**src/rtl/pipe_ctrl_pkg.sv**
```systemverilog
`default_nettype none
// ============================================================================
// Module   : pipe_ctrl_pkg
// Purpose  : Shared types and constants for the pipeline hazard controller.
//            Holds the sequencer state encoding, the default watchdog limit
//            and the counter / watchdog widths.
// Revision : 1.0 - initial release
// ============================================================================
package pipe_ctrl_pkg;

    // Sequencer state: running normally, or held by a data-cache stall.
    typedef enum logic [0:0] {
        RUN      = 1'b0,
        MEM_WAIT = 1'b1
    } state_e;

    localparam int TIMEOUT_DEFAULT = 1024;  // max consecutive stall cycles
    localparam int CNT_W           = 32;    // performance counter width
    localparam int WD_W            = 16;    // watchdog counter width

endpackage : pipe_ctrl_pkg
`default_nettype wire

```
**src/rtl/load_use_detect.sv**
```systemverilog
`default_nettype none
// ============================================================================
// Module   : load_use_detect
// Purpose  : Combinational load-use hazard comparator. Flags when the load
//            in EX writes a non-zero register that the instruction in ID
//            reads.
// Ports    : rs1_i, rs2_i    - source registers of the ID instruction
//            rd_i            - destination register of the EX instruction
//            mem_read_i      - EX instruction is a load
//            load_use_o      - hazard detected
// Revision : 1.0 - initial release
// ============================================================================
module load_use_detect (
    input  logic [4:0] rs1_i,
    input  logic [4:0] rs2_i,
    input  logic [4:0] rd_i,
    input  logic       mem_read_i,
    output logic       load_use_o
);

    // x0 is hard-wired to zero, so a load targeting it never creates a hazard.
    assign load_use_o = mem_read_i
                      & (rd_i != 5'd0)
                      & ((rd_i == rs1_i) | (rd_i == rs2_i));

endmodule : load_use_detect
`default_nettype wire

```
**src/rtl/pipe_hazard_ctrl.sv**
```systemverilog
`default_nettype none
// ============================================================================
// Module   : pipe_hazard_ctrl
// Purpose  : Central stall/flush sequencer for the 5-stage pipeline. Merges
//            data-cache stalls, load-use hazards and ID-stage redirects into
//            one prioritised set of enables; keeps a pending-flush latch
//            across memory stalls, a stall watchdog and perf counters.
// Ports    : clk_i, rst_i             - clock, synchronous active-high reset
//            mem_stall_i              - data cache busy
//            ID_rs1_i, ID_rs2_i       - ID source registers
//            EX_rd_i, EX_MemRead_i    - EX destination / load flag
//            branch_taken_i           - ID redirect this cycle
//            PC_Write_o, IFID_Write_o - PC and IF/ID load enables
//            IFID_Flush_o             - IF/ID clear
//            IDEX_NoOp_o              - ID/EX bubble insert
//            pipe_stall_o             - freeze ID/EX, EX/MEM, MEM/WB
//            err_o                    - sticky watchdog error
//            stall_cnt_o, bubble_cnt_o, flush_cnt_o - perf counters
// Revision : 1.0 - initial release
// ============================================================================
module pipe_hazard_ctrl
    import pipe_ctrl_pkg::*;
#(
    parameter int TIMEOUT = TIMEOUT_DEFAULT
) (
    input  logic             clk_i,
    input  logic             rst_i,
    input  logic             mem_stall_i,
    input  logic [4:0]       ID_rs1_i,
    input  logic [4:0]       ID_rs2_i,
    input  logic [4:0]       EX_rd_i,
    input  logic             EX_MemRead_i,
    input  logic             branch_taken_i,
    output logic             PC_Write_o,
    output logic             IFID_Write_o,
    output logic             IFID_Flush_o,
    output logic             IDEX_NoOp_o,
    output logic             pipe_stall_o,
    output logic             err_o,
    output logic [CNT_W-1:0] stall_cnt_o,
    output logic [CNT_W-1:0] bubble_cnt_o,
    output logic [CNT_W-1:0] flush_cnt_o
);

    localparam logic [WD_W-1:0]  c_WD_MAX  = WD_W'(TIMEOUT);
    localparam logic [WD_W-1:0]  c_WD_ONE  = WD_W'(1);
    localparam logic [CNT_W-1:0] c_CNT_ONE = CNT_W'(1);

    state_e            state_q, state_d;
    logic              flush_pend_q, flush_pend_d;
    logic [WD_W-1:0]   wd_cnt_q, wd_cnt_d;
    logic              err_q, err_d;
    logic [CNT_W-1:0]  stall_cnt_q, stall_cnt_d;
    logic [CNT_W-1:0]  bubble_cnt_q, bubble_cnt_d;
    logic [CNT_W-1:0]  flush_cnt_q, flush_cnt_d;
    logic              w_load_use;

    load_use_detect u_load_use_detect (
        .rs1_i      (ID_rs1_i),
        .rs2_i      (ID_rs2_i),
        .rd_i       (EX_rd_i),
        .mem_read_i (EX_MemRead_i),
        .load_use_o (w_load_use)
    );

    always_comb begin
        state_d       = state_q;
        flush_pend_d  = flush_pend_q;
        wd_cnt_d      = wd_cnt_q;
        err_d         = err_q;
        stall_cnt_d   = stall_cnt_q;
        bubble_cnt_d  = bubble_cnt_q;
        flush_cnt_d   = flush_cnt_q;
        PC_Write_o    = 1'b0;
        IFID_Write_o  = 1'b0;
        IFID_Flush_o  = 1'b0;
        IDEX_NoOp_o   = 1'b0;
        pipe_stall_o  = 1'b0;

        case (state_q)
            RUN:      if (mem_stall_i)  state_d = MEM_WAIT;
            MEM_WAIT: if (!mem_stall_i) state_d = RUN;
        endcase

        if (mem_stall_i) begin
            pipe_stall_o = 1'b1;
            stall_cnt_d  = stall_cnt_q + c_CNT_ONE;
            // A redirect seen while frozen cannot flush IF/ID yet; remember it.
            if (branch_taken_i) flush_pend_d = 1'b1;
            wd_cnt_d = (wd_cnt_q == c_WD_MAX) ? wd_cnt_q : wd_cnt_q + c_WD_ONE;
            if (wd_cnt_d == c_WD_MAX) err_d = 1'b1;
        end else begin
            wd_cnt_d = '0;
            if (w_load_use) begin
                // Bubble wins over a redirect; the pending flush is held and
                // a redirect arriving this cycle is dropped.
                IDEX_NoOp_o  = 1'b1;
                bubble_cnt_d = bubble_cnt_q + c_CNT_ONE;
            end else begin
                PC_Write_o   = 1'b1;
                IFID_Write_o = 1'b1;
                if (branch_taken_i || flush_pend_q) begin
                    IFID_Flush_o = 1'b1;
                    flush_pend_d = 1'b0;
                    flush_cnt_d  = flush_cnt_q + c_CNT_ONE;
                end
            end
        end

        // Reset holds every enable low regardless of the other inputs.
        if (rst_i) begin
            PC_Write_o   = 1'b0;
            IFID_Write_o = 1'b0;
            IFID_Flush_o = 1'b0;
            IDEX_NoOp_o  = 1'b0;
            pipe_stall_o = 1'b0;
        end
    end

    always_ff @(posedge clk_i) begin
        if (rst_i) begin
            state_q      <= RUN;
            flush_pend_q <= 1'b0;
            wd_cnt_q     <= '0;
            err_q        <= 1'b0;
            stall_cnt_q  <= '0;
            bubble_cnt_q <= '0;
            flush_cnt_q  <= '0;
        end else begin
            state_q      <= state_d;
            flush_pend_q <= flush_pend_d;
            wd_cnt_q     <= wd_cnt_d;
            err_q        <= err_d;
            stall_cnt_q  <= stall_cnt_d;
            bubble_cnt_q <= bubble_cnt_d;
            flush_cnt_q  <= flush_cnt_d;
        end
    end

    assign err_o        = err_q;
    assign stall_cnt_o  = stall_cnt_q;
    assign bubble_cnt_o = bubble_cnt_q;
    assign flush_cnt_o  = flush_cnt_q;

endmodule : pipe_hazard_ctrl
`default_nettype wire

```
**config.mk**
```make
export PLATFORM = sky130hd
export DESIGN_NAME = pipe_hazard_ctrl
export DESIGN_NICKNAME = d
export VERILOG_FILES = /design/src/rtl/pipe_ctrl_pkg.sv /design/src/rtl/load_use_detect.sv /design/src/rtl/pipe_hazard_ctrl.sv
export SDC_FILE = /design/constraint.sdc
export NUM_CORES = 1
export LEC_CHECK = 0
export ABC_AREA = 0
export BUFFER_PORTS_ARGS = -buffer_cell sky130_fd_sc_hd__buf_2
export CELL_PAD_IN_SITES_DETAIL_PLACEMENT = 0
export CELL_PAD_IN_SITES_GLOBAL_PLACEMENT = 1
export CORE_MARGIN = 2
export CORE_UTILIZATION = 43
export DETAILED_ROUTE_END_ITERATION = 7
export PLACE_DENSITY_LB_ADDON = 0.15
export SKIP_CTS_REPAIR_TIMING = 1
export SYNTH_ARGS = -nofsm -noshare
export SYNTH_HDL_FRONTEND = slang
export SYNTH_SLANG_ARGS = --single-unit
```
**constraint.sdc**
```tcl
create_clock -name clk_i -period 4.4 [get_ports clk_i]
set_input_delay 0.44 -clock clk_i [delete_from_list [all_inputs] [get_ports clk_i]]
set_output_delay 0.44 -clock clk_i [all_outputs]
set_load 0.05 [all_outputs]
```
# Word-level counts from Yosys, hierarchy flattened
# Index checks and enable logic that the tools add are counted.
dict set report word_totals {
  out_inout_bits 102
  in_bits 20
  word_cells 46
  regBits 114
}
dict set report classes {
  n_reduce_logical 8
  n_eq_ne 6
  muxes 17
  bitwise 5
  add_sub_neg 4
}
# op n
set ops {}
lappend ops {{$add 32x1->32 const B} 3}
lappend ops {{$eq 16x11->1 const B} 2}
lappend ops {{$add 16x1->16 const B} 1}
lappend ops {{$mux 1} 16}
lappend ops {{$mux 16} 1}
lappend ops {{$eq 5x5->1} 2}
lappend ops {{$reduce_and 3->1} 2}
lappend ops {{$reduce_bool 5->1} 1}
lappend ops {{$reduce_and 2->1} 2}
lappend ops {{$and 1x1->1} 2}
lappend ops {{$ne 2x1->1 const B} 1}
lappend ops {{$ne 2x2->1 const B} 1}
lappend ops {{$not 1->1} 2}
lappend ops {{$reduce_bool 2->1} 1}
lappend ops {{$reduce_or 2->1} 1}
lappend ops {{$logic_or 1x1->1} 1}
lappend ops {{$or 1x1->1} 1}

# Longest topological paths before layout
# Gate-level depths: netlist of the first run.
dict set report logic_depth {
  word_depth 6
  depth_mapped 9
  ltp_nobuf 8
}

# By module
# From an unflattened synthesis of the first run, not the netlist that was laid out.
dict set report hier_totals {
  cells_unflattened 649
  area_unflattened_um2 5464.0
}
# module area_each_um2 cells_per_inst seq_area_each_um2 instances
set by_module_without_submodules {}
lappend by_module_without_submodules {pipe_hazard_ctrl 5338.9 632 2282.2 1}
lappend by_module_without_submodules {load_use_detect 125.1 17 0.0 1}

# Worst setup path after synthesis of the first run
# Ideal clock, no wire load.
dict set report synth_path {
  kind {input to output}
  from {input EX_rd_i[0]}
  to {output PC_Write_o}
  cell_stages 7
  slack_ns 0.883
  arrival_ns 3.077
  required_time_ns 3.960
  n_path_buf 3
  path_cell_list {or4_1 -> o21ai_2 -> buf_4 -> buf_2 -> nor2_1 -> nor3_1 -> buf_4}
}
dict set report synth_via {
  elab_chain_cells 6
  word_cells_on_any_way 9
  classes_between {eq/ne (2); mux (3); bitwise (3); reduce/logical (1)}
}
# item line_no
set synth_lines {}
lappend synth_lines {{start, declared} pipe_hazard_ctrl.sv:31} ;# input logic [4:0] EX_rd_i,
lappend synth_lines {{$eq 5x5->1 or $reduce_bool 5->1 (tied branches)} {load_use_detect.sv:24, load_use_detect.sv:23}}
lappend synth_lines {{$or 1x1->1 or $and 1x1->1 (tied branches)} {load_use_detect.sv:24, load_use_detect.sv:23}}
lappend synth_lines {{$and 1x1->1 (*)} load_use_detect.sv:24} ;# & ((rd_i == rs1_i) | (rd_i == rs2_i));
lappend synth_lines {{$mux 1 (*) (3 in series)} --}
lappend synth_lines {{end, declared} pipe_hazard_ctrl.sv:34} ;# output logic PC_Write_o,
# Every way passes the cells marked *; elsewhere a longest branch is shown, timed or not.

# Worst setup path after layout of the first run
dict set report layout_path {
  from {input EX_rd_i[0]}
  to {output IFID_Flush_o}
}
dict set report layout_via {
  elab_chain_cells 6
  word_cells_on_any_way 9
  classes_between {eq/ne (2); mux (3); bitwise (3); reduce/logical (1)}
}
# item line_no
set layout_lines {}
lappend layout_lines {{$eq 5x5->1 or $reduce_bool 5->1 (tied branches)} {load_use_detect.sv:24, load_use_detect.sv:23}}
lappend layout_lines {{$or 1x1->1 or $and 1x1->1 (tied branches)} {load_use_detect.sv:24, load_use_detect.sv:23}}
lappend layout_lines {{$and 1x1->1 (*)} load_use_detect.sv:24}
lappend layout_lines {{$mux 1 (*)} pipe_hazard_ctrl.sv:94} ;# if (w_load_use) begin
lappend layout_lines {{$mux 1 (*)} pipe_hazard_ctrl.sv:85} ;# if (mem_stall_i) begin
lappend layout_lines {{$mux 1 (*)} pipe_hazard_ctrl.sv:111} ;# if (rst_i) begin
lappend layout_lines {{end, declared} pipe_hazard_ctrl.sv:36} ;# output logic IFID_Flush_o,
# Marked as above.

==> metrics.md, run 1 <==
| Metric | Value |
|---|---|
| Outcome | `finished clean` |
| Final worst slack | `1.63 ns` |
| Largest area contributor in the netlist | `dfxtp_1` |
| Most common cell after layout, fill and taps aside | `buf_2` |
| Initial antenna violation count | `0` |
| Clock latency on the worst-skew pair | `0.41 ns` |
| DRC violations left | `0` |
| Via count of the first global-routing pass | `4813` |
| GRT Residual Overflow | `0` |
| Area of the die | `13900 sq um` |
| Routed WL | `13.4 mm` |
| Detailed placement HPWL | `9.30 mm` |
| CTS Sinks | `114` |
| Clk slew on worst S/H paths | `0.05 ns` |
| Critical Path AT | `2.33 ns` |
| Delay-heaviest family, CP | `simple AND/OR/NAND/NOR gates` |
| # diodes | `0` |
| Layout area overhead | `25.2%` |
| NumNets Final | `807` |
| TritonCTS buffer count | `17` |
| R2R Setup Slk | `2.00 ns` |
| R2r endpoint | `flush_cnt_o[26]$_SDFFE_PP0P_` |
| Syn Std Cell Area | `5560 sq um` |
| Pwr Density | `391 nW/um^2` |
| Drt wl/cell | `13.9 um` |
| Max Cap Viol | `0` |
| H-tree depth | `4` |
| Fin. Hold Viols | `0` |
| Synthesis warning total | `0` |
| Layout cell share with drive strength beyond 1 | `21.6%` |
| Crit Path Class | `in2out` |
| Peak supply drop | `0.259 mV` |
| CTS tree | `yes` |
| Design Area, Final | `6960 sq um` |
| Crit start category | `input port` |
| Ports | `122` |
| Finished Layout Cells | `967` |
| Die width | `118 um` |
| R2R cell count | `6` |
| Number of synthesized flops with an enable pin | `0` |
| CP max FO | `32` |
| Die Ht | `118 um` |
| Top FF cell, synth | `dfxtp_1` |
| Sequential area share after synthesis | `41.0%` |
| DR iter-0 viols | `244` |
| Most frequent cells in the layout | `120 x buf_2, 114 x dfxtp_1, 101 x nor2_1` |
| Post-Synthesis Cells | `672` |
| Hold crit path type | `in2reg` |
| Initial Util | `44.1%` |
| Buf/Inv on CP | `3` |
| Core ar. | `12600 sq um` |
| Achievable frequency | `0.361 GHz` |
| Largest net degree at the start of global routing | `64` |
| Syn avg cell area | `8.28 sq um` |
| CP endpoint | `IFID_Flush_o` |
| PortBufs | `121` |
| Root buffer cell | `clkbuf_16` |
| Vias | `5109` |
| CP endpoint kind | `primary output` |
| Distinct cell type count after synthesis | `45` |
| CP Data Required Time | `3.96 ns` |
| Crit. Startpoint | `EX_rd_i[0]` |
| Fin util | `55.2%` |
| Top cells by area, synth | `dfxtp_1 41%, xor2_1 8.7%, nor2_1 6.8%` |
| CP max stage cell | `or4_1` |
| Setup WS pre-CTS | `1.64 ns` |
| GRT Util Overall | `19.7%` |
| Setup TNS | `0 ns` |
| Slowest stage delay, CP | `0.57 ns` |
| Longest Clk Path Bufs | `2` |
| CP cell instances | `buf_2, or4_1, o21ai_2, buf_4, o21ai_2, nor2_1, buf_2` |
| Routed Antenna Nets | `0` |
| Max Clock Skew | `0.00733 ns` |
| Setup Viol. Count Final | `0` |
| Synth top area share | `41.0%` |
| Worst hold slack | `0.374 ns` |
| First-pass GRT wire length | `22.6 mm` |
| Reg2Reg Launch Point | `flush_cnt_o[0]$_SDFFE_PP0P_` |
| Share of flip-flops with an asynchronous set or reset | `0%` |
| Pins Over Slew Limit | `0` |
| Total power | `2.72 mW` |
| Final period util | `63.0%` |
| Slew margin rel. | `30.1%` |
| Routability Congestion | `0.800` |
| P_leak | `2.76 nW` |
| Worst slew pin tran | `1.04 ns` |
| Vias per inst | `5.28` |
| Site Rows | `41` |
| Fin crit period | `2.77 ns` |
| Drt first pass iters | `4` |
| Placed inst area | `6290 sq um` |
| Dpl cells | `935` |
| Syn_nets | `697` |
| Number of synthesized register bits | `114` |
| Instance count on the critical path | `7` |
| RSZ-0062 raised after global routing | `false` |
==> synthesized netlist by cell type (all sizes together) (2+ instances only) <==
master   number
nor2        101
o31ai         4
mux2i         4
buf           9
nor3         17
nor4b         2
nor3b         2
a31o          5
nor2b         5
o21ai        28
or3          22
and3         24
o211ai        7
nor4         12
o2111ai       8
dfxtp       114
nand2b        2
nand3        27
and4          5
or4           3
nand4        41
a21oi        31
xor2         55
nand2        41
nand3b        4
clkbuf       27
ha            5
xnor2        36
inv          14
and2          6
mux2          2
==> worst reg2reg max path: cells and delay by family, from the launching register on <==
family / cells / cell delay, ns
and+or+nand+nor: 3 / 1.17
AOI/OAI and AO/OA: 2 / 0.55
DFF: 1 / 0.41
adders and majority gates: 1 / 0.20
==> registers in the layout, summed over array words and instances, names as in the netlist <==
signal        count
bubble_cnt_o     32
err_o             1
flush_cnt_o      32
flush_pend_q      1
stall_cnt_o      32
wd_cnt_q         16
==> layer usage <==
metal / vias to the layer above / wire length [um] / global-route usage (%)
li1: 2589 / - / -
met1: 2392 / 6120 / 23.7
met2: 116 / 6280 / 32.5
met3: 12 / 853 / 6.40
met4: 0 / 184 / 7.91
met5: - / 0 / 0
==> logic make-up after synthesis <==
group | synth area share (%)
simple gates | 28.8
flops | 41.0
xor+xnor | 14.3
compound gates | 9.98
buf+inv | 3.62
mux | 1.12
fa+ha+maj | 1.12
==> worst min-delay path by stage <==
| stage | startpoint | end | depth (start not counted) |
|---|---|---|---|
| 2_1_floorplan | flush_pend_q$_SDFFE_PP0P_ | flush_pend_q$_SDFFE_PP0P_ | 2 |
| 3_3_place_gp | err_o$_SDFFE_PP0P_ | err_o$_SDFFE_PP0P_ | 2 |
| 3_5_place_dp | err_o$_SDFFE_PP0P_ | err_o$_SDFFE_PP0P_ | 2 |
| 4_1_cts | branch_taken_i | flush_pend_q$_SDFFE_PP0P_ | 3 |
| 5_1_grt | branch_taken_i | flush_pend_q$_SDFFE_PP0P_ | 3 |
| 6_report | branch_taken_i | flush_pend_q$_SDFFE_PP0P_ | 3 |
==> area by class of cell <==
type                       instances  area, sq um
clock buffer                      18          439
clock inverter                    14          235
fill                            1230         5660
inverter                          14         52.6
multi-input combinational        508         3090
sequential                       114         2280
tap                              172          215
timing repair buffer             127          653
==> where the power goes <==
part | internal [mW] | switching, mW
registers | 1.04 | 0.00705
logic | 0.0322 | 0.0827
clock network | 1.07 | 0.489
Note: power is estimated with default switching activity, not from simulation.
==> inputs of run 2 (changes only) <==
--- a/config.mk
+++ b/config.mk
@@ -10,7 +10,7 @@
 export CELL_PAD_IN_SITES_DETAIL_PLACEMENT = 0
 export CELL_PAD_IN_SITES_GLOBAL_PLACEMENT = 1
 export CORE_MARGIN = 2
-export CORE_UTILIZATION = 43
+export CORE_UTILIZATION = 40
 export DETAILED_ROUTE_END_ITERATION = 7
 export PLACE_DENSITY_LB_ADDON = 0.15
 export SKIP_CTS_REPAIR_TIMING = 1
==> constraint.sdc (replaced) <==
create_clock -name clk_i -period 2.65 [get_ports clk_i]
set_input_delay 0.265 -clock clk_i [delete_from_list [all_inputs] [get_ports clk_i]]
set_output_delay 0.265 -clock clk_i [all_outputs]
set_load 0.05 [all_outputs]
==> run 2 against run 1 <==
  * Count of clock-buffer cells in the layout grew 5
  * Power increased by 70%
  * Utilization fell by 3.2 points
  * Combinational power up 83%
  * Sequential power increased by 66%
  * Critical path depth did not move
  * Worst setup slack got worse by 1.2 ns
  * Sequential share of layout area down 0.75 points
  * Die area grew 7.2%
  * Final cell count is 2.4% higher
  * Wire length rose by 6.7%
  * Sequential cell count unchanged
  * Largest power group unchanged
  * Highest routed layer unchanged
==> metrics.md, run 2 (synthesis gave the netlist of run 1 again) <==
| Metric | Value |
|---|---|
| Outcome | `finished clean` |
| Hold Path Stages | `3` |
| Clock latency on the worst-skew pair | `0.42 ns` |
| H-tree depth | `4` |
| Pins Over Slew Limit | `0` |
| Vias | `5230` |
| Most frequent cells in the layout | `120 x buf_2, 114 x dfxtp_1, 101 x nor2_1` |
| Via count of the first global-routing pass | `4849` |
| Fin crit period | `2.21 ns` |
| Area of the die | `14900 sq um` |
| CP max FO | `32` |
| Fin. Hold Viols | `0` |
| NumNets Final | `821` |
| Crit start category | `input port` |
| Setup WS pre-CTS | `0.360 ns` |
| Final period util | `83.5%` |
| Delay-heaviest family, CP | `simple AND/OR/NAND/NOR gates` |
| Initial antenna violation count | `1` |
| First-pass GRT wire length | `23.2 mm` |
| Layout cell share with drive strength beyond 1 | `23.0%` |
| Max Cap Viol | `0` |
| Core ar. | `13700 sq um` |
| Worst hold start | `branch_taken_i` |
| WHS Endpoint | `flush_pend_q$_SDFFE_PP0P_` |
| CTS tree | `yes` |
| Pwr Density | `649 nW/um^2` |
| Layout area overhead | `28.1%` |
| Slew margin rel. | `62.5%` |
| R2r endpoint | `err_o$_SDFFE_PP0P_` |
| RSZ-0062 raised after global routing | `false` |
| Worst slew pin tran | `0.557 ns` |
| CP cell instances | `buf_2, or4_1, o21ai_2, buf_12, o21ai_2, nor2_1, buf_2` |
| Largest net degree at the start of global routing | `45` |
| Initial Util | `40.6%` |
| Setup TNS | `0 ns` |
| Detailed placement HPWL | `10.1 mm` |
| Most common cell after layout, fill and taps aside | `buf_2` |
| Die width | `122 um` |
| Routed WL | `14.3 mm` |
| R2R Setup Slk | `0.62 ns` |
| CP endpoint kind | `primary output` |
| Clk slew on worst S/H paths | `0.05 ns` |
| Critical Path AT | `1.95 ns` |
| Reg2Reg Launch Point | `wd_cnt_q[8]$_SDFF_PN0_` |
| Root buffer cell | `clkbuf_16` |
| Die Ht | `122 um` |
| Peak supply drop | `0.465 mV` |
| Vias per inst | `5.28` |
| Buf/Inv on CP | `3` |
| Slowest stage delay, CP | `0.57 ns` |
| R2R cell count | `5` |
| GRT Util Overall | `19.7%` |
| Achievable frequency | `0.452 GHz` |
| Setup Viol. Count Final | `0` |
| Drt wl/cell | `14.5 um` |
| Longest Clk Path Bufs | `2` |
| CP Data Required Time | `2.38 ns` |
| PortBufs | `121` |
| Site Rows | `43` |
| CP max stage cell | `or4_1` |
| Max Clock Skew | `0.00902 ns` |
| Drt first pass iters | `4` |
| P_leak | `2.87 nW` |
| Routed Antenna Nets | `0` |
| Routability Congestion | `0.810` |
| CTS Sinks | `114` |
| DRC violations left | `0` |
| FILL cells | `1364` |
| DR iter-0 viols | `341` |
| GRT Residual Overflow | `0` |
| Ports | `122` |
| Final worst slack | `0.438 ns` |
| TritonCTS buffer count | `17` |
| Crit Path Class | `in2out` |
| Hold crit path type | `in2reg` |
-- run 2: per-layer routing --
metal / routed length (um) / track usage, % / up-vias / part of all wire, %
met2: 6700 / 31.8 / 130 / 47
li1: - / - / 2623 / -
met3: 720 / 5.62 / 20 / 5.0
met5: 0 / 0 / - / 0
met1: 6690 / 25.0 / 2457 / 47
met4: 242 / 6.97 / 0 / 1.7
-- run 2: power by group --
group          switching, mW  leakage [nW]  internal (mW)
Combinational          0.144          1.61         0.0676
Sequential            0.0122         0.919           1.72
Clock                  0.792         0.339           1.89
Total                  0.948          2.87           3.68
-- run 2: worst max path at each step --
stage,end,from,cells past startpoint
6_report,IFID_Flush_o,EX_rd_i[0],7
2_1_floorplan,PC_Write_o,EX_rd_i[0],7
5_1_grt,IFID_Flush_o,EX_rd_i[0],8
4_1_cts,IFID_Flush_o,EX_rd_i[0],8
3_5_place_dp,bubble_cnt_o[9]$_SDFFE_PP0P_,EX_rd_i[0],7
3_3_place_gp,bubble_cnt_o[9]$_SDFFE_PP0P_,EX_rd_i[0],7
-- run 2: worst min-delay path, stage by stage --
cell and delay, ns:
buf_2 0.08, o21ai_0 0.06, a21oi_1 0.13
-- run 2: per-stage QoR --
stage          hold slack (ns)  instances  utilization (%)  instance area [sq um]  power [mW]
2_1_floorplan            0.442        672                -                   5580        1.91
3_3_place_gp             0.454        957             46.9                   6430        1.98
3_5_place_dp             0.459        957             46.9                   6430        1.98
4_1_cts                  0.150        989             51.9                   7120        4.68
5_1_grt                  0.195        989             51.9                   7120        4.78
6_report                 0.166        990             51.9                   7130        4.62
-- run 2: area by class of cell --
class                      instances  area [sq um]  share of cell area [%]
inverter                          14          52.6                   0.737
antenna                            1          2.50                  0.0351
multi-input combinational        508          3100                    43.5
clock inverter                     9           198                    2.77
sequential                       114          2280                    32.0
tap                              180           225                    3.16
timing repair buffer             141           771                    10.8
clock buffer                      23           498                    6.99
